**src/rtl/rv32v_elem_sequencer_if.sv**
```systemverilog
// Handshake bundle between vector decode and the element sequencer.
// The master side issues instructions and stall/flush; the slave side
// (the sequencer) returns the per-group element stream.
interface rv32v_elem_sequencer_if #(
  parameter int VL_WIDTH = 7
);
  logic                start;
  logic [31:0]         vl;
  logic [31:0]         vstart;
  logic [1:0]          sew;
  logic                vd_widen;
  logic                vd_narrow;
  logic                stall;
  logic                flush;
  logic                busy;
  logic [VL_WIDTH:0]   woffset0;
  logic [VL_WIDTH:0]   woffset1;
  logic [2:0]          vreg_off0;
  logic [2:0]          vreg_off1;
  logic [1:0]          wen;
  logic                decode_done;
  logic                ill_sew;

  modport master (
    output start, vl, vstart, sew, vd_widen, vd_narrow, stall, flush,
    input  busy, woffset0, woffset1, vreg_off0, vreg_off1, wen, decode_done, ill_sew
  );

  modport slave (
    input  start, vl, vstart, sew, vd_widen, vd_narrow, stall, flush,
    output busy, woffset0, woffset1, vreg_off0, vreg_off1, wen, decode_done, ill_sew
  );
endinterface

```
**src/rtl/rv32v_elem_sequencer.sv**
```systemverilog
// Vector element sequencer: turns one accepted vector instruction into a
// stream of two-lane element groups (offsets, register-group offsets, lane
// enables, last-group flag). Holds on stall, aborts on flush, and handles
// vstart/vl boundaries plus widening/narrowing element size.
module rv32v_elem_sequencer #(
  parameter int VLEN     = 128,
  parameter int VL_WIDTH = 7
) (
  input logic                   CLK,
  input logic                   RST,
  rv32v_elem_sequencer_if.slave bus
);

  localparam int IW = VL_WIDTH + 2;
  localparam logic [3:0] BASE_LOG = 4'($clog2(VLEN / 8));

  typedef enum logic [1:0] {
    IDLE  = 2'd0,
    RUN   = 2'd1,
    EMPTY = 2'd2
  } state_t;

  state_t            state;
  logic [IW-1:0]     idx;
  logic [VL_WIDTH:0] vl_q;
  logic [3:0]        epr_log;
  logic              ill_q;

  logic [2:0]        eff;
  logic              sew_illegal;
  logic [VL_WIDTH:0] vl_in;
  logic [VL_WIDTH:0] vstart_in;
  logic [IW-1:0]     idx1;
  logic [IW-1:0]     idx2;
  logic [VL_WIDTH:0] off_mask;
  logic [IW-1:0]     shift0;
  logic [IW-1:0]     shift1;
  logic              lane1_valid;
  logic              last_group;
  logic              unused_bits;

  // Decode the incoming instruction: effective SEW, legality and the
  // element-index fields actually used from vl/vstart.
  always_comb begin
    eff         = {1'b0, bus.sew} + {2'b00, (bus.vd_widen | bus.vd_narrow)};
    sew_illegal = (bus.sew == 2'd3) || (eff > 3'd2);
    vl_in       = bus.vl[VL_WIDTH:0];
    vstart_in   = bus.vstart[VL_WIDTH:0];
  end

  // Group geometry from the registered index: lane offsets within a
  // register, register index within the group, lane-1 validity and
  // whether this group is the last one of the instruction.
  always_comb begin
    idx1        = idx + IW'(1);
    idx2        = idx + IW'(2);
    off_mask    = ~({(VL_WIDTH+1){1'b1}} << epr_log);
    shift0      = idx >> epr_log;
    shift1      = idx1 >> epr_log;
    lane1_valid = idx1 < {1'b0, vl_q};
    last_group  = idx2 >= {1'b0, vl_q};
  end

  assign unused_bits = &{1'b0, shift0[IW-1:3], shift1[IW-1:3],
                         bus.vl[31:VL_WIDTH+1], bus.vstart[31:VL_WIDTH+1]};

  // Sequencer FSM: reset beats flush beats stall beats advance; a new
  // instruction is only accepted from IDLE.
  always_ff @(posedge CLK) begin
    if (RST) begin
      state   <= IDLE;
      idx     <= '0;
      vl_q    <= '0;
      epr_log <= '0;
      ill_q   <= 1'b0;
    end else if (bus.flush) begin
      state <= IDLE;
      idx   <= '0;
      ill_q <= 1'b0;
    end else begin
      ill_q <= 1'b0;
      case (state)
        IDLE: begin
          if (bus.start) begin
            if (sew_illegal) begin
              ill_q <= 1'b1;
            end else begin
              vl_q    <= vl_in;
              idx     <= {1'b0, vstart_in};
              epr_log <= BASE_LOG - {1'b0, eff};
              state   <= (vstart_in < vl_in) ? RUN : EMPTY;
            end
          end
        end
        RUN: begin
          if (!bus.stall) begin
            if (last_group) begin
              state <= IDLE;
              idx   <= '0;
            end else begin
              idx <= idx2;
            end
          end
        end
        EMPTY: begin
          state <= IDLE;
        end
        default: begin
          state <= IDLE;
        end
      endcase
    end
  end

  // Drive the group outputs; everything is zero outside RUN except the
  // single-cycle done flag of an empty instruction and the ill_sew pulse.
  always_comb begin
    bus.busy        = 1'b0;
    bus.woffset0    = '0;
    bus.woffset1    = '0;
    bus.vreg_off0   = '0;
    bus.vreg_off1   = '0;
    bus.wen         = 2'b00;
    bus.decode_done = 1'b0;
    bus.ill_sew     = ill_q;
    case (state)
      RUN: begin
        bus.busy        = 1'b1;
        bus.woffset0    = idx[VL_WIDTH:0] & off_mask;
        bus.woffset1    = idx1[VL_WIDTH:0] & off_mask;
        bus.vreg_off0   = shift0[2:0];
        bus.vreg_off1   = shift1[2:0];
        bus.wen         = {lane1_valid, 1'b1};
        bus.decode_done = last_group;
      end
      EMPTY: begin
        bus.decode_done = 1'b1;
      end
      default: begin
      end
    endcase
  end

endmodule
```
**src/flat_wrapper.sv**
```systemverilog
// flat-port wrapper written by rule: the top's interface ports become plain ports
module rv32v_elem_sequencer_flat 
#(
  parameter int VLEN     = 128,
  parameter int VL_WIDTH = 7
)
  (CLK, RST, bus_start, bus_vl, bus_vstart, bus_sew, bus_vd_widen, bus_vd_narrow, bus_stall, bus_flush, bus_busy, bus_woffset0, bus_woffset1, bus_vreg_off0, bus_vreg_off1, bus_wen, bus_decode_done, bus_ill_sew);
  rv32v_elem_sequencer_if #(.VL_WIDTH(VL_WIDTH)) bus_i ();
  input logic CLK;
  input logic RST;
  input wire logic [$bits(bus_i.start)-1:0] bus_start;
  input wire logic [$bits(bus_i.vl)-1:0] bus_vl;
  input wire logic [$bits(bus_i.vstart)-1:0] bus_vstart;
  input wire logic [$bits(bus_i.sew)-1:0] bus_sew;
  input wire logic [$bits(bus_i.vd_widen)-1:0] bus_vd_widen;
  input wire logic [$bits(bus_i.vd_narrow)-1:0] bus_vd_narrow;
  input wire logic [$bits(bus_i.stall)-1:0] bus_stall;
  input wire logic [$bits(bus_i.flush)-1:0] bus_flush;
  output wire logic [$bits(bus_i.busy)-1:0] bus_busy;
  output wire logic [$bits(bus_i.woffset0)-1:0] bus_woffset0;
  output wire logic [$bits(bus_i.woffset1)-1:0] bus_woffset1;
  output wire logic [$bits(bus_i.vreg_off0)-1:0] bus_vreg_off0;
  output wire logic [$bits(bus_i.vreg_off1)-1:0] bus_vreg_off1;
  output wire logic [$bits(bus_i.wen)-1:0] bus_wen;
  output wire logic [$bits(bus_i.decode_done)-1:0] bus_decode_done;
  output wire logic [$bits(bus_i.ill_sew)-1:0] bus_ill_sew;
  assign bus_i.start = bus_start;
  assign bus_i.vl = bus_vl;
  assign bus_i.vstart = bus_vstart;
  assign bus_i.sew = bus_sew;
  assign bus_i.vd_widen = bus_vd_widen;
  assign bus_i.vd_narrow = bus_vd_narrow;
  assign bus_i.stall = bus_stall;
  assign bus_i.flush = bus_flush;
  assign bus_busy = bus_i.busy;
  assign bus_woffset0 = bus_i.woffset0;
  assign bus_woffset1 = bus_i.woffset1;
  assign bus_vreg_off0 = bus_i.vreg_off0;
  assign bus_vreg_off1 = bus_i.vreg_off1;
  assign bus_wen = bus_i.wen;
  assign bus_decode_done = bus_i.decode_done;
  assign bus_ill_sew = bus_i.ill_sew;
  rv32v_elem_sequencer #(.VLEN(VLEN), .VL_WIDTH(VL_WIDTH)) u_core (.CLK(CLK), .RST(RST), .bus(bus_i));
endmodule
```
**config.mk**
```make
export PLATFORM = sky130hd
export DESIGN_NAME = rv32v_elem_sequencer_flat
export DESIGN_NICKNAME = d
export VERILOG_FILES = /design/src/rtl/rv32v_elem_sequencer_if.sv /design/src/rtl/rv32v_elem_sequencer.sv /design/src/flat_wrapper.sv
export SDC_FILE = /design/constraint.sdc
export NUM_CORES = 1
export LEC_CHECK = 0
export BUFFER_PORTS_ARGS = -buffer_cell sky130_fd_sc_hd__buf_2
export CAP_MARGIN = 10
export CELL_PAD_IN_SITES_DETAIL_PLACEMENT = 1
export CELL_PAD_IN_SITES_GLOBAL_PLACEMENT = 2
export CORE_ASPECT_RATIO = 1.25
export CORE_UTILIZATION = 27
export CTS_CLUSTER_DIAMETER = 40
export DETAILED_ROUTE_END_ITERATION = 10
export PLACE_DENSITY_LB_ADDON = 0.1
export SKIP_LAST_GASP = 1
export SLEW_MARGIN = 20
export SYNTH_ARGS = -nofsm -noshare
export SYNTH_HDL_FRONTEND = slang
export SYNTH_SLANG_ARGS = --single-unit
```
**constraint.sdc**
```tcl
create_clock -name CLK -period 3.52 [get_ports CLK]
set_input_delay 0.176 -clock CLK [delete_from_list [all_inputs] [get_ports CLK]]
set_output_delay 0.176 -clock CLK [all_outputs]
set_load 0.01 [all_outputs]
```
; ---- Word-level counts from Yosys, hierarchy flattened
; Cells that the tools add are included.
[word_totals]
memories = 0
ram_bits = 0
rom_bits = 0
out_inout_bits = 27
ff_bits = 24
inputBits = 73
latchBits = 0
word_cells = 58
[classes]
mul = 0
eq_ne = 7
muxes = 19
magnitude_cmp = 4
bitwise = 8
addsub = 4
n_div = 0
shift = 3
reduce_logical = 8
[ops]
columns = cell, count
row1 = 9-bit 2-to-1 mux, 4
row2 = 9-bit case mux with 2 select lines, 1
row3 = 9-bit by 4-bit right shift with 3-bit output, 2
row4 = 8-bit bitwise AND, 2
row5 = 8-bit 2-to-1 mux, 2
row6 = 2-bit 2-to-1 mux, 6
row7 = 4-bit AND reduction, 3
row8 = "9-bit by 1-bit adder with 9-bit output, second input constant", 1
row9 = "9-bit by 2-bit adder with 9-bit output, second input constant", 1
row10 = 9-bit by 8-bit >= comparator with 1-bit output, 1
row11 = 9-bit by 8-bit less-than comparator with 1-bit output, 1
row12 = 8-bit less-than comparator, 1
row13 = 8-bit inverter, 1
row14 = "8-bit by 4-bit << shifter with 8-bit output, first input constant", 1
row15 = 3-bit 2-to-1 mux, 2
row16 = "2-bit != test, second input constant", 3
row17 = "2-bit equality test, second input constant", 2
row18 = 1-bit inverter, 4
row19 = 2-bit case mux with 2 select lines, 1
row20 = 4-bit OR reduction, 1
row21 = "3-bit by 3-bit subtractor with 4-bit output, first input constant", 1
row22 = 2-bit by 1-bit adder with 3-bit output, 1
row23 = "3-bit by 2-bit > comparator with 1-bit output, second input constant", 1
row24 = "2-bit by 1-bit equality test with 1-bit output, second input constant", 1
row25 = 8 further kinds, 9

; ---- Logic depth before layout (Yosys ltp)
; Gate-level depths: netlist of the first run.
[logic_depth]
word_depth = 7
ltp_mapped = 12
ltp_nobuf = 11

; ---- Worst setup path after synthesis of the first run
; OpenSTA, ideal clock, no wires.
[synth_path]
kind = register -> register
start = register u_core.idx[1]
end = register u_core.state[1]
stages_incl_launch_ff = 13
path_buffers = 1
synth_period_minus_slack_ps = 2635
t_arrival_ps = 2567
setup_ps = 69
slack_ps = 885
cell_sequence = dfxtp_1 -> ha_1 -> nand3_1 -> nor3_1 -> xor2_1 -> ha_1 -> nand4_1 -> nor2_1 -> nor2_1 -> and4_4 -> buf_6 -> or4_1 -> o21ai_1
[synth_via]
elab_chain_len = 4
[synth_lines]
columns = item, line
row1 = from (decl), rv32v_elem_sequencer.sv:24  ; logic [IW-1:0] idx;
row2 = from (signal assigned), rv32v_elem_sequencer.sv:89  ; idx <= {1'b0, vstart_in};
row3 = from (signal assigned), rv32v_elem_sequencer.sv:101  ; idx <= idx2;
row4 = 9-bit by 2-bit adder with 9-bit output, rv32v_elem_sequencer.sv:56  ; idx2 = idx + IW'(2);
row5 = 9-bit by 8-bit >= comparator with 1-bit output, rv32v_elem_sequencer.sv:61  ; last_group = idx2 >= {1'b0, vl_q};
row6 = 2-bit by 1-bit != test with 1-bit output (no line), n/a
row7 = 4-bit AND reduction (no line), n/a
row8 = to (signal assigned), rv32v_elem_sequencer.sv:91  ; state <= (vstart_in < vl_in) ? RUN : EMPTY;
row9 = to (decl), rv32v_elem_sequencer.sv:23  ; state_t state;
; Every way passes these cells.
; A chain may end at the register's enable or synchronous reset.

; ---- Final worst setup path of the first run
[layout_path]
start = register u_core.idx[3]
end = output port bus_decode_done
[layout_via]
elab_chain_len = 3
[layout_lines]
columns = item, line
row1 = 9-bit by 2-bit adder with 9-bit output, rv32v_elem_sequencer.sv:56
row2 = 9-bit by 8-bit >= comparator with 1-bit output, rv32v_elem_sequencer.sv:61
row3 = 1-bit case mux with 2 select lines, rv32v_elem_sequencer.sv:126  ; case (state)
row4 = to (decl), flat_wrapper.sv:25  ; output wire logic [$bits(bus_i.decode_done)-1:0] bus_decode_done;
; Every way passes these cells.

==> impl.org, run 1 <==
** Die
- I/O pin total :: 100
- The die covers 0.0102 mm^2.
- The core region is approximately 0.0096 mm^2.
- The floorplan step set the die width to around 90 um.
- The floorplan has 40 rows.
- Height of the die :: 113 um
- For this configuration, the core starts out at a cell density of 0.276.

** Detailed routing
- DR vias/cell :: 4.98
- Via Count :: 2,565
- Total wirelength of the detailed-routed design :: 8.21 mm
- After detailed routing, the number of remaining DRC violations is 0.
- Number of antenna-violating nets in the routed design :: 0
- Dividing the detail-routed wire length by the instance count gives 15.9 um.
- Before antenna repair, the detailed router went through 4 iterations.
- Iteration-0 DRC Markers :: 61

** Critical path
- CP Capture Type :: primary output
- Category of the most critical setup path :: flip-flop to primary output
- Data on the critical path arrives at its endpoint at 2.81 ns.
- STA classifies the critical path startpoint as a flip-flop.
- Along the worst path, the maximum fanout reaches 10.
- At the worst endpoint, the required time is 3.34 ns.

** GRT
- For met3 alone, demand over resource in global routing was 0.0183.
- Across every metal layer, demand over resource in global routing totals 0.173.
- In this run the most used layer during global routing was met2.
- Global-route wire length before repair :: 13.9 mm
- Met1 demand-to-capacity share in global routing :: 0.206
- The number of global-route vias before repair is about 2,700.
- Initial antenna violation count :: 0
- Pin count of the biggest net entering global routing :: 26
- Met2 routing resource usage after global routing :: 0.317
- Grt ovf :: 0

** Logic synthesis
- Synth Area per Inst :: between 7 and 8 um^2
- Counting flops and latches in the post-synthesis netlist gives 24.
- Share of synthesized registers carrying an async set or reset :: 0
- The synthesized netlist contains 53 unique library cells.
- Area share of the leading cell type in the synthesized netlist :: 0.182
- Top cells by area, synth :: sky130_fd_sc_hd__dfxtp_1, sky130_fd_sc_hd__ha_1, sky130_fd_sc_hd__nor2_1, sky130_fd_sc_hd__inv_1, sky130_fd_sc_hd__mux2i_1
- Netlist area before placement :: between 0.002 and 0.003 mm^2
- The Yosys step of the flow raised 0 warnings.
- The share of the Yosys chip area taken by registers is 0.182.
- Counting every instance in the synthesized netlist gives roughly 340.
- Yosys mapped a number of flops with a built-in enable equal to 0.
- The synthesized design spends more area on one cell type than any other, namely sky130_fd_sc_hd__dfxtp_1.
- The most used flip-flop cell after synthesis is sky130_fd_sc_hd__dfxtp_1.
- Net count of the mapped netlist :: around 450

** Power and ir drop
- Internal power comes to between 0.0006 and 0.0007 W.
- In this run the power density over the cells is 303 mW/mm^2.
- The share of total power dissipated in combinational logic is 0.313.
- Of the total power, the clock network draws 0.366.
- Largest voltage drop on the vdd net :: about 160 uV
- The analysis attributes to cell leakage a power of 1.43 nW.
- Sw Share :: 0.328
- Of the total power, registers draw 0.321.
- Net load switching power :: 0.000310 W

** Timing
- At the pin with the least slew margin, the transition time is 0.915 ns.
- In this run the tightest slew margin relative to its limit is 0.390.
- After layout, the minimum clock period comes to slightly below 3 ns.
- Setup repair after global routing left no endpoint under its margin.
- In the final timing run, aggregate negative setup slack is 0 ns.
- Clock Skews :: 0.00760 ns
- Peak Freq :: ~340 MHz
- The hold violation total from the final report came to 0.
- Max-slew violations :: 0
- Across all hold checks on the routed design, the worst slack comes to 0.133 ns.
- Share of the clock period used by the worst path :: 0.847
- # setup viols final :: 0

** Min path
- The worst hold path belongs to the class input port to flip-flop.

** Finish
- Area Growth Syn to Fin :: 18.2%
- The filler cells instantiated in the layout total 1,197.
- Ant. Diodes :: 0
- Net total in the final layout :: 497
- Share of post-route cells with drive strength above 1 :: 0.206
- Post-layout instance count excluding filler cells :: 515

** Clock network
- The number of clock buffers added by TritonCTS is 3.
- The number of gates resized after CTS was 0.
- CTS H-Tree Depth :: 1
- Register clock-pin slew on the reported worst setup and hold paths :: ~0.070 ns
- The longest clock path from root to sink contains 2 buffers.
- Hold repair after CTS inserted 0 buffers.
- CTS tree :: done
- Buffers added to address setup during post-CTS repair amount to 0.
- The tree built by TritonCTS fans out to 24 sinks.
- Buffer type at the clock tree root :: sky130_fd_sc_hd__clkbuf_16
- Clk_lat worst skew :: 0.27 ns

** Status
- The flow ran to the end, and the final reports show no timing, DRC or antenna violations.

** Place
- DPL Wire Length :: 6.70 mm
- Routability-driven placement congestion ratio :: between 0.7 and 0.8
- Placed cell count :: 511
- The count of buffers added on input and output ports is 51.

** Job
- Max-cap violations in this run came to 0.
worst max-delay path: stages (launching register included):
cell and delay, ns:
sky130_fd_sc_hd__dfxtp_1 0.59, sky130_fd_sc_hd__nand3_4 0.16, sky130_fd_sc_hd__nor2_1 0.15, sky130_fd_sc_hd__xnor2_1 0.19
sky130_fd_sc_hd__ha_1 0.32, sky130_fd_sc_hd__a211oi_1 0.24, sky130_fd_sc_hd__o21ai_0 0.13, sky130_fd_sc_hd__o221ai_1 0.24
sky130_fd_sc_hd__nand3_1 0.14, sky130_fd_sc_hd__a21oi_1 0.16, sky130_fd_sc_hd__nor2b_1 0.06, sky130_fd_sc_hd__buf_2 0.13
placed cells by master (no fill, tap or decap), drive strengths merged, types with 10 or more instances in the layout:
cell / count
dfxtp: 24
ha: 33
xnor2: 11
buf: 61
a21oi: 15
nor2: 44
o21ai: 27
inv: 35
nand2: 30
a211oi: 10
mux2i: 13
state kept, by name, indices dropped and copies added, names as in the netlist:
name and flops:
u_core.state 2, u_core.vl_q 8, u_core.epr_log 4, u_core.idx 9
u_core.bus.ill_sew 1
routing by layer:
metal  routed length [um]  share of wire  vias up
met5                    0              0        -
met4                  185          0.023        0
met3                  190          0.023       11
met2                 4150           0.50       41
met1                 3690           0.45     1224
li1                     -              -     1289
cells in the mapped netlist, types with 10 or more instances:
master and instances:
sky130_fd_sc_hd__nand2_1 30, sky130_fd_sc_hd__inv_1 35, sky130_fd_sc_hd__a211oi_1 10, sky130_fd_sc_hd__nor2_1 43
sky130_fd_sc_hd__dfxtp_1 24, sky130_fd_sc_hd__a21oi_1 15, sky130_fd_sc_hd__clkbuf_1 13, sky130_fd_sc_hd__o21ai_0 26
sky130_fd_sc_hd__mux2i_1 13, sky130_fd_sc_hd__xnor2_1 11, sky130_fd_sc_hd__ha_1 33
layout make-up:
type,count,area [um^2],share of cell area
multi-input combinational,265,1910,0.614
sequential,24,480,0.154
timing repair buffer,61,330,0.106
tap,126,158,0.0506
inverter,35,131,0.0421
clock buffer,3,75.1,0.0241
clock inverter,1,30.0,0.00963
metrics by stage:
| stage | worst slack, ns | cell area (um^2) | total power [W] | utilization |
|---|---|---|---|---|
| 4_1_cts | 0.488 | 3120 | 0.000961 | 0.326 |
| 3_3_place_gp | 0.582 | 3010 | 0.000607 | 0.315 |
| 5_1_grt | 0.337 | 3120 | 0.00101 | 0.326 |
| 2_1_floorplan | 0.885 | 2640 | 0.000515 | - |
| 3_5_place_dp | 0.567 | 3010 | 0.000611 | 0.315 |
| 6_report | 0.538 | 3120 | 0.000944 | 0.326 |
power by group through the flow:
stage / logic [W] / clock network [W] / registers (W)
2_1_floorplan: 0.000215 / 0 / 0.000300
3_3_place_gp: 0.000297 / 0 / 0.000310
3_5_place_dp: 0.000301 / 0 / 0.000310
4_1_cts: 0.000303 / 0.000355 / 0.000303
5_1_grt: 0.000337 / 0.000363 / 0.000306
6_report: 0.000295 / 0.000346 / 0.000303
logic make-up after synthesis:
family,share of synthesized area
AO/OA/AOI/OAI,0.196
XOR/XNOR,0.0493
buffers and inverters,0.0929
AND/OR/NAND/NOR,0.217
multiplexers,0.0991
flip-flops,0.182
adder cells (fa/ha/maj),0.164
final timing paths:
path                            slack [ns]                 end  cells past startpoint             from
worst max-delay path                  0.54     bus_decode_done                     11    u_core.idx[3]
worst min-delay path                  0.13  u_core.bus.ill_sew                      2        bus_flush
worst min register to register        0.48     u_core.state[1]                      2  u_core.state[1]
worst max register to register        0.57       u_core.idx[3]                     10    u_core.idx[3]
No activity file was read; power rests on OpenSTA's default activity.
==> run 2, diff against run 1 <==
- clock period: 3.52 -> 2.8 ns (I/O delays scaled with it)
==> run 2 against run 1 <==
Against the previous run:
- clock skew decreased by 0.0050 ns
- final cell count rose by 3.3%
- first-iteration DRC count shrank 1.6%
- power is 30% higher
- wire length rose by 6.0%
- core utilization increased by 2.0 points
- setup slack got worse by 0.34 ns
- largest cell class unchanged
- critical path depth did not move
- die area unchanged
- sequential power is 25% higher
- sequential share of layout area fell by 0.59 points
- design area up 6.1%
==> impl.org, run 2 (synthesis results as in run 1) <==
** Clock network
- The clock reaches the later pin of the worst-skew pair after 0.27 ns.
- TritonCTS Sinks :: 24
- The root buffer cell chosen for the clock tree is sky130_fd_sc_hd__clkbuf_16.
- CTS H-Tree Depth :: 1
- CTS tree :: done
- After clock tree synthesis, the clock-pin slew on the worst setup and hold paths is 0.07 ns.
- CTS Buffer Depth :: 2
- Number of buffers inserted by hold repair at cts :: 0
- Total CTS buffers :: 3

** Die
- For this design the top-level I/O count stands at 100.
- In this run the vertical extent of the chip is 113 um.
- Number of core rows :: 40
- Full die area :: 0.0102 mm^2
- Floorplan Core Area :: ~0.0096 mm^2
- Die X :: 90.4 um
- The initial utilization of the core area, before any placement, comes to 0.276.

** Critical path
- Along the worst path, the maximum fanout reaches 5.
- Arrival @ worst endpoint :: 2.47 ns
- Register-to-Register Path Depth :: 11
- The worst setup path is captured at a primary output.
- STA classifies the critical path startpoint as a flip-flop.
- Critical path required time :: 2.66 ns
- The worst setup path is of the flip-flop to primary output kind.

** Power and ir drop
- Power density over the cells :: ~370 mW/mm^2
- The analysis attributes to cell leakage a power of 1.54 nW.
- Tot Pwr :: 0.00122 W
- Largest voltage drop on the vdd net :: 205 uV

** Finish
- The register with the most flip-flops in the layout has 9 of them.
- Ant. Diodes :: 0
- At the end of the flow the core is filled with cells to 0.346.
- Commonest cells after routing, fill and taps aside :: sky130_fd_sc_hd__buf_2, sky130_fd_sc_hd__nor2_1, sky130_fd_sc_hd__inv_1
- Most common cell after layout, fill and taps aside :: sky130_fd_sc_hd__buf_2
- Share of post-route cells with drive strength above 1 :: 0.268
- Area Growth Syn to Fin :: 25.4%
- Largest register by flop count :: u_core.idx
- At the end of the flow, the number of nets in the layout was 514.
- Biggest registers after layout :: u_core.idx x9, u_core.vl_q x8, u_core.epr_log x4
- Leaving out filler cells and counting taps, the final layout contains 532.

** Detailed routing
- After detailed routing, the number of vias per cell comes to about 4.9.
- Number of remaining DRC errors :: 0
- Dividing the detail-routed wire length by the instance count gives 16.4 um.
- Summed over all layers, the routed wires come to roughly 8.7 mm.
- The count of nets left with antenna violations once routing finished came out at 0.
- The pre-antenna-repair detailed-routing pass consisted of 5 iterations.
- Via Count :: between 2,000 and 3,000
- Iteration-0 DRC Markers :: 60

** Place
- Routability-driven placement congestion ratio :: around 0.80
- Port buffering added between 50 and 60 buffers.
- DPL Wire Length :: 7.23 mm
- Placed cell count :: ~530

** Timing
- Of the available clock period, the critical path in the final layout requires 0.931.
- Setup repair after global routing missed its margin :: false
- Peak Freq :: between 300 and 400 MHz
- Pin slew with the least headroom to its limit :: 0.687 ns
- Max-slew violations :: 0
- Number of hold violations in the final report :: 0
- After routing, the total negative slack on setup checks comes to 0 ns.
- Measured against its own limit, the worst slew margin works out to 0.541.
- Setup violations remaining at the end of the flow were counted as 0.
- Clock Skews :: 0.00262 ns
- Counting I/O delays and the setup requirement, the final critical path takes between 2 and 3 ns.

** GRT
- The number of global-route vias before repair was roughly 2,700.
- For this run, the total global-route usage over all layers was measured as 0.179.
- Global Route met3 Usage :: 0.0129
- GRT busiest layer :: met2
- Met2 routing resource usage after global routing :: 0.340
- Grt ovf :: 0
- In the global route stage, met1 resource usage came out at 0.215.
- Pin count of the biggest net entering global routing :: 25
- Initial antenna violation count :: 0
- Global-route wire length before repair :: 14.2 mm

** Min path
- Along the worst hold path, the cell count comes to 2.
- Worst Hold Class :: input port to flip-flop

** Status
- Outcome :: finished clean

** Job
- Max-cap violations in this run came to 0.
-- run 2: cell count changes in the layout (fill, tap and decap cells not counted), sizes merged --
| cell | before | now |
|---|---|---|
| buf | 61 | 78 |
-- run 2: power by group --
group          total, W  leakage (nW)  switching, W  internal (W)
Clock          0.000434        0.0511      0.000148      0.000285
Sequential     0.000380         0.197     0.0000227      0.000358
Combinational  0.000410          1.29      0.000232      0.000178
-- run 2: cell type report --
type                            instances  area, um^2
Timing Repair Buffer                   78         458
Fill cell                            1177        6250
Sequential cell                        24         490
Clock buffer                            3        75.1
Tap cell                              126         158
Multi-Input combinational cell        265        1970
Clock inverter                          1        30.0
Inverter                               35         131
-- run 2: final timing paths --
kind,start,endpoint,slack (ns)
hold / removal,bus_flush,u_core.idx[3],0.09
setup reg to reg,u_core.idx[1],u_core.state[1],0.22
setup / recovery,u_core.idx[1],bus_decode_done,0.19
hold reg to reg,u_core.state[1],u_core.state[1],0.47
-- run 2: per-stage QoR --
stage / area (um^2) / worst slack (ns) / hold slack (ns)
6_report: 3310 / 0.193 / 0.0885
3_5_place_dp: 3130 / 0.0328 / 0.380
4_1_cts: 3240 / 0.0136 / 0.0866
2_1_floorplan: 2640 / 0.165 / 0.213
3_3_place_gp: 3130 / 0.0882 / 0.385
5_1_grt: 3310 / 0.0128 / 0.0940
-- run 2: per-layer routing --
| metal | up-vias | share of wire |
|---|---|---|
| met1 | 1243 | 0.44 |
| met3 | 5 | 0.024 |
| met5 | - | 0 |
| met2 | 45 | 0.53 |
| li1 | 1324 | - |
| met4 | 0 | 0.0098 |
-- run 2: critical path, cell delays in order (launching register included) --
cell and delay (ns):
sky130_fd_sc_hd__dfxtp_4 0.37, sky130_fd_sc_hd__ha_2 0.21, sky130_fd_sc_hd__and3_1 0.20, sky130_fd_sc_hd__xnor2_1 0.14
sky130_fd_sc_hd__ha_1 0.22, sky130_fd_sc_hd__a211oi_1 0.22, sky130_fd_sc_hd__o21ai_1 0.12, sky130_fd_sc_hd__o221ai_2 0.23
sky130_fd_sc_hd__nand3_1 0.13, sky130_fd_sc_hd__a21oi_1 0.16, sky130_fd_sc_hd__nor2b_1 0.05, sky130_fd_sc_hd__buf_2 0.13
-- run 2: repair_timing --
item,4_1_cts,5_1_grt
endpoints found under the setup margin,2,9
pin swaps,0,4
cloned,0,0
endpoints found under the hold margin,0,0
gates resized for setup,1,16
buffers inserted,0,1
==> run 3, diff against run 2 <==
- GPL_TIMING_DRIVEN: unset -> 0
==> run 3 against run 2 <==
Against the previous run:
- die area is the same
- core utilization up 0.34 points
- via count rose by 1.1%
- non-clock buffer count increased by 3
- register-to-register slack got worse by 0.09 ns
- sequential share of layout area shrank 0.18 points
- hold slack improved by 0.0073 ns
==> impl.org, run 3 (synthesis results as in run 1) <==
** Place
- OpenSTA, run right after detailed placement, puts the worst setup slack at -0.422 ns.
- Routability-driven placement finished with a final weighted congestion of a little over 0.8.
- The count of buffers added on input and output ports is 51.
- The HPWL after detailed placement is roughly 7.3 mm.

** Detailed routing
- For this run, the detailed router's first-pass iteration total came to 4.
- In the final routed layout, each cell accounts on average for about 17 um.
- In the routed layout, each cell is associated on average with a via count of 4.95.
- Via Count :: 2,647
- Iteration-0 DRC Markers :: 53
- In this run the remaining antenna-violating nets after routing total 0.
- Number of remaining DRC errors :: 0
- Wires add up to 8.96 mm.

** Critical path
- Cell family contributing the most delay on the critical path :: compound AO/OA/AOI/OAI gates
- Category of the worst setup path launch point :: flip-flop
- CP Capture Type :: flip-flop
- Measured in cells, the most critical reg-to-reg path has a length of 12.
- Of all nets on the critical path, the largest fanout is 10.
- For the worst setup path, the data arrival time is 2.85 ns.
- Critical path required time :: 2.98 ns
- Number of cells on the critical path :: 12
- The worst setup path is of the flip-flop to flip-flop kind.
- Worst stage delay on the critical path :: 0.37 ns
- Count of buffer and inverter cells on the critical path :: 2
- The slowest stage of the critical path belongs to the cell sky130_fd_sc_hd__dfxtp_2.
- Walking the worst path, the cells encountered are buf_8 > nand3_4 > nor2_4 > xnor2_2 > ha_1 > a211oi_2 > o21ai_1 > o221ai_2 > and4_4 > buf_6 > a21oi_1 > a2111oi_2.

** GRT
- All-Layer GR Usage :: 0.187
- Initial antenna violation count :: 0
- Entering global routing, the biggest net connects 15 pins.
- The number of global-route vias before repair was 2,809.
- Grt ovf :: 0
- Global-route wire length before repair :: 14.9 mm

** Timing
- In this run the tightest slew margin relative to its limit is 0.593.
- Hold slack final :: between 0.09 and 0.1 ns
- Post-route worst setup slack :: 0.129 ns
- Based on the critical path, the design can be clocked at up to ~370 MHz.
- Number of hold violations in the final report :: 0
- For the pin with the worst max-slew slack, the measured transition is 0.596 ns.
- Setup violations remaining at the end of the flow were counted as 0.
- The max-slew violation total from the final report is 0.
- On the final layout, the worst clock skew is 0.00705 ns.
- Crit path time final :: 2.67 ns
- Sum Neg Setup Slack :: 0 ns
- Dividing the final minimum period by the clock period gives 0.954.
- Setup repair after global routing missed its margin :: true

** Die
- Full die area :: 0.0102 mm^2
- Die X :: between 90 and 100 um
- I/O pin total :: 100
- Measured along the y axis, the die boundary spans 113 um.
- The initialized floorplan defines 40 standard-cell rows.
- The initial utilization of the core area, before any placement, comes to 0.276.
- Floorplan Core Area :: roughly 0.0096 mm^2

** Finish
- Counting the fill cells in the layout gives approximately 1,200.
- The register with the most flip-flops in the layout has 9 of them.
- Area Growth Syn to Fin :: 26.6%
- Core Util, Final :: 0.350
- Leaving out fill and tap cells, the most frequent cell in the layout is sky130_fd_sc_hd__buf_2.
- u_core.idx holds more flip-flops than any other register.
- Net total in the final layout :: around 520
- Biggest registers after layout :: u_core.idx x9, u_core.vl_q x8, u_core.epr_log x4
- In the final layout, the share of cells above drive strength 1 is 0.257.
- Ant. Diodes :: 0
- The top cell types in the final layout, fill and taps aside, are sky130_fd_sc_hd__buf_2, sky130_fd_sc_hd__nor2_1, sky130_fd_sc_hd__inv_1.

** Power and ir drop
- Net load switching power :: 0.000411 W
- The share of total power dissipated in combinational logic is 0.342.
- Dividing total power by cell area gives a power density of 368 mW/mm^2.
- Summed over all cells, the static leakage comes to around 1.5 nW.
- Sw Share :: 0.334
- Tot Pwr :: roughly 0.0012 W
- Register share of total power :: 0.306
- The worst-case IR drop observed on VDD is roughly 200 uV.
- Cell internal power was estimated by the tool at 0.000820 W.
- Clock network fraction of design power :: 0.352

** Min path
- The worst hold path was traced through 2 stages.
- The worst hold path belongs to the class input port to flip-flop.

** Clock network
- For this design, the sink count on the clock tree is 24.
- The longest clock path from root to sink contains 2 buffers.
- CTS tree :: done
- In this run, CTS created clock tree buffers numbering 3.
- Clk_lat worst skew :: 0.27 ns
- Buffer type at the clock tree root :: sky130_fd_sc_hd__clkbuf_16
- Clock-pin slew was measured on the worst setup and hold paths at 0.07 ns.
- CTS H-Tree Depth :: 1

** Status
- Outcome :: finished clean

** Job
- The tool flagged a number of max-cap violations equal to 0.
[run 3: changes by cell type in the layout (fill, tap and decap cells not counted), sizes merged]
cell / change
clkinvlp: +1
inv: -1
clkbuf: +14
buf: -11
[run 3: metal layers]
| metal | GRT usage | wire length (um) | vias up |
|---|---|---|---|
| met5 | 0 | 0 | - |
| met4 | 0.0570 | 110 | 0 |
| met3 | 0.0169 | 187 | 7 |
| met2 | 0.352 | 4680 | 41 |
| met1 | 0.222 | 3980 | 1272 |
| li1 | - | - | 1327 |
[run 3: timing repair]
action                                  in CTS  in global routing
hold buffers                                 0                  0
buffers inserted                             1                  9
gates resized for setup                     15                 11
pin swaps                                    2                  4
endpoints found under the setup margin      15                  4
[run 3: area by class of cell]
type,count,area [um^2],area share
Multi-Input combinational cell,265,2000,0.600
Buffer,20,120,0.0359
Inverter,35,135,0.0404
Timing Repair Buffer,61,330,0.0988
Clock buffer,3,75.1,0.0225
Tap cell,126,158,0.0472
Clock inverter,1,30.0,0.00899
Sequential cell,24,489,0.146
[run 3: path summary, 6_finish.rpt]
check                  start               to  slack (ns)
max            u_core.idx[2]    u_core.idx[3]        0.13
min                bus_flush    u_core.idx[3]         0.1
max reg2reg    u_core.idx[2]    u_core.idx[3]        0.13
min reg2reg  u_core.state[1]  u_core.state[1]        0.48
[run 3: power by group through the flow]
stage	combinational [W]	clock (W)	sequential, W
global placement	0.000391	0	0.000382
finish	0.000421	0.000434	0.000377
floorplan	0.000270	0	0.000377
CTS	0.000410	0.000446	0.000377
global route	0.000477	0.000452	0.000379
detailed placement	0.000396	0	0.000383
[run 3: metrics by stage]
stage                     cell area (um^2)  instances
final                                 3340        535
after global placement                3050        521
after floorplan                       2640        344
after detailed placement              3050        521
after global routing                  3340        535
after CTS                             3220        526
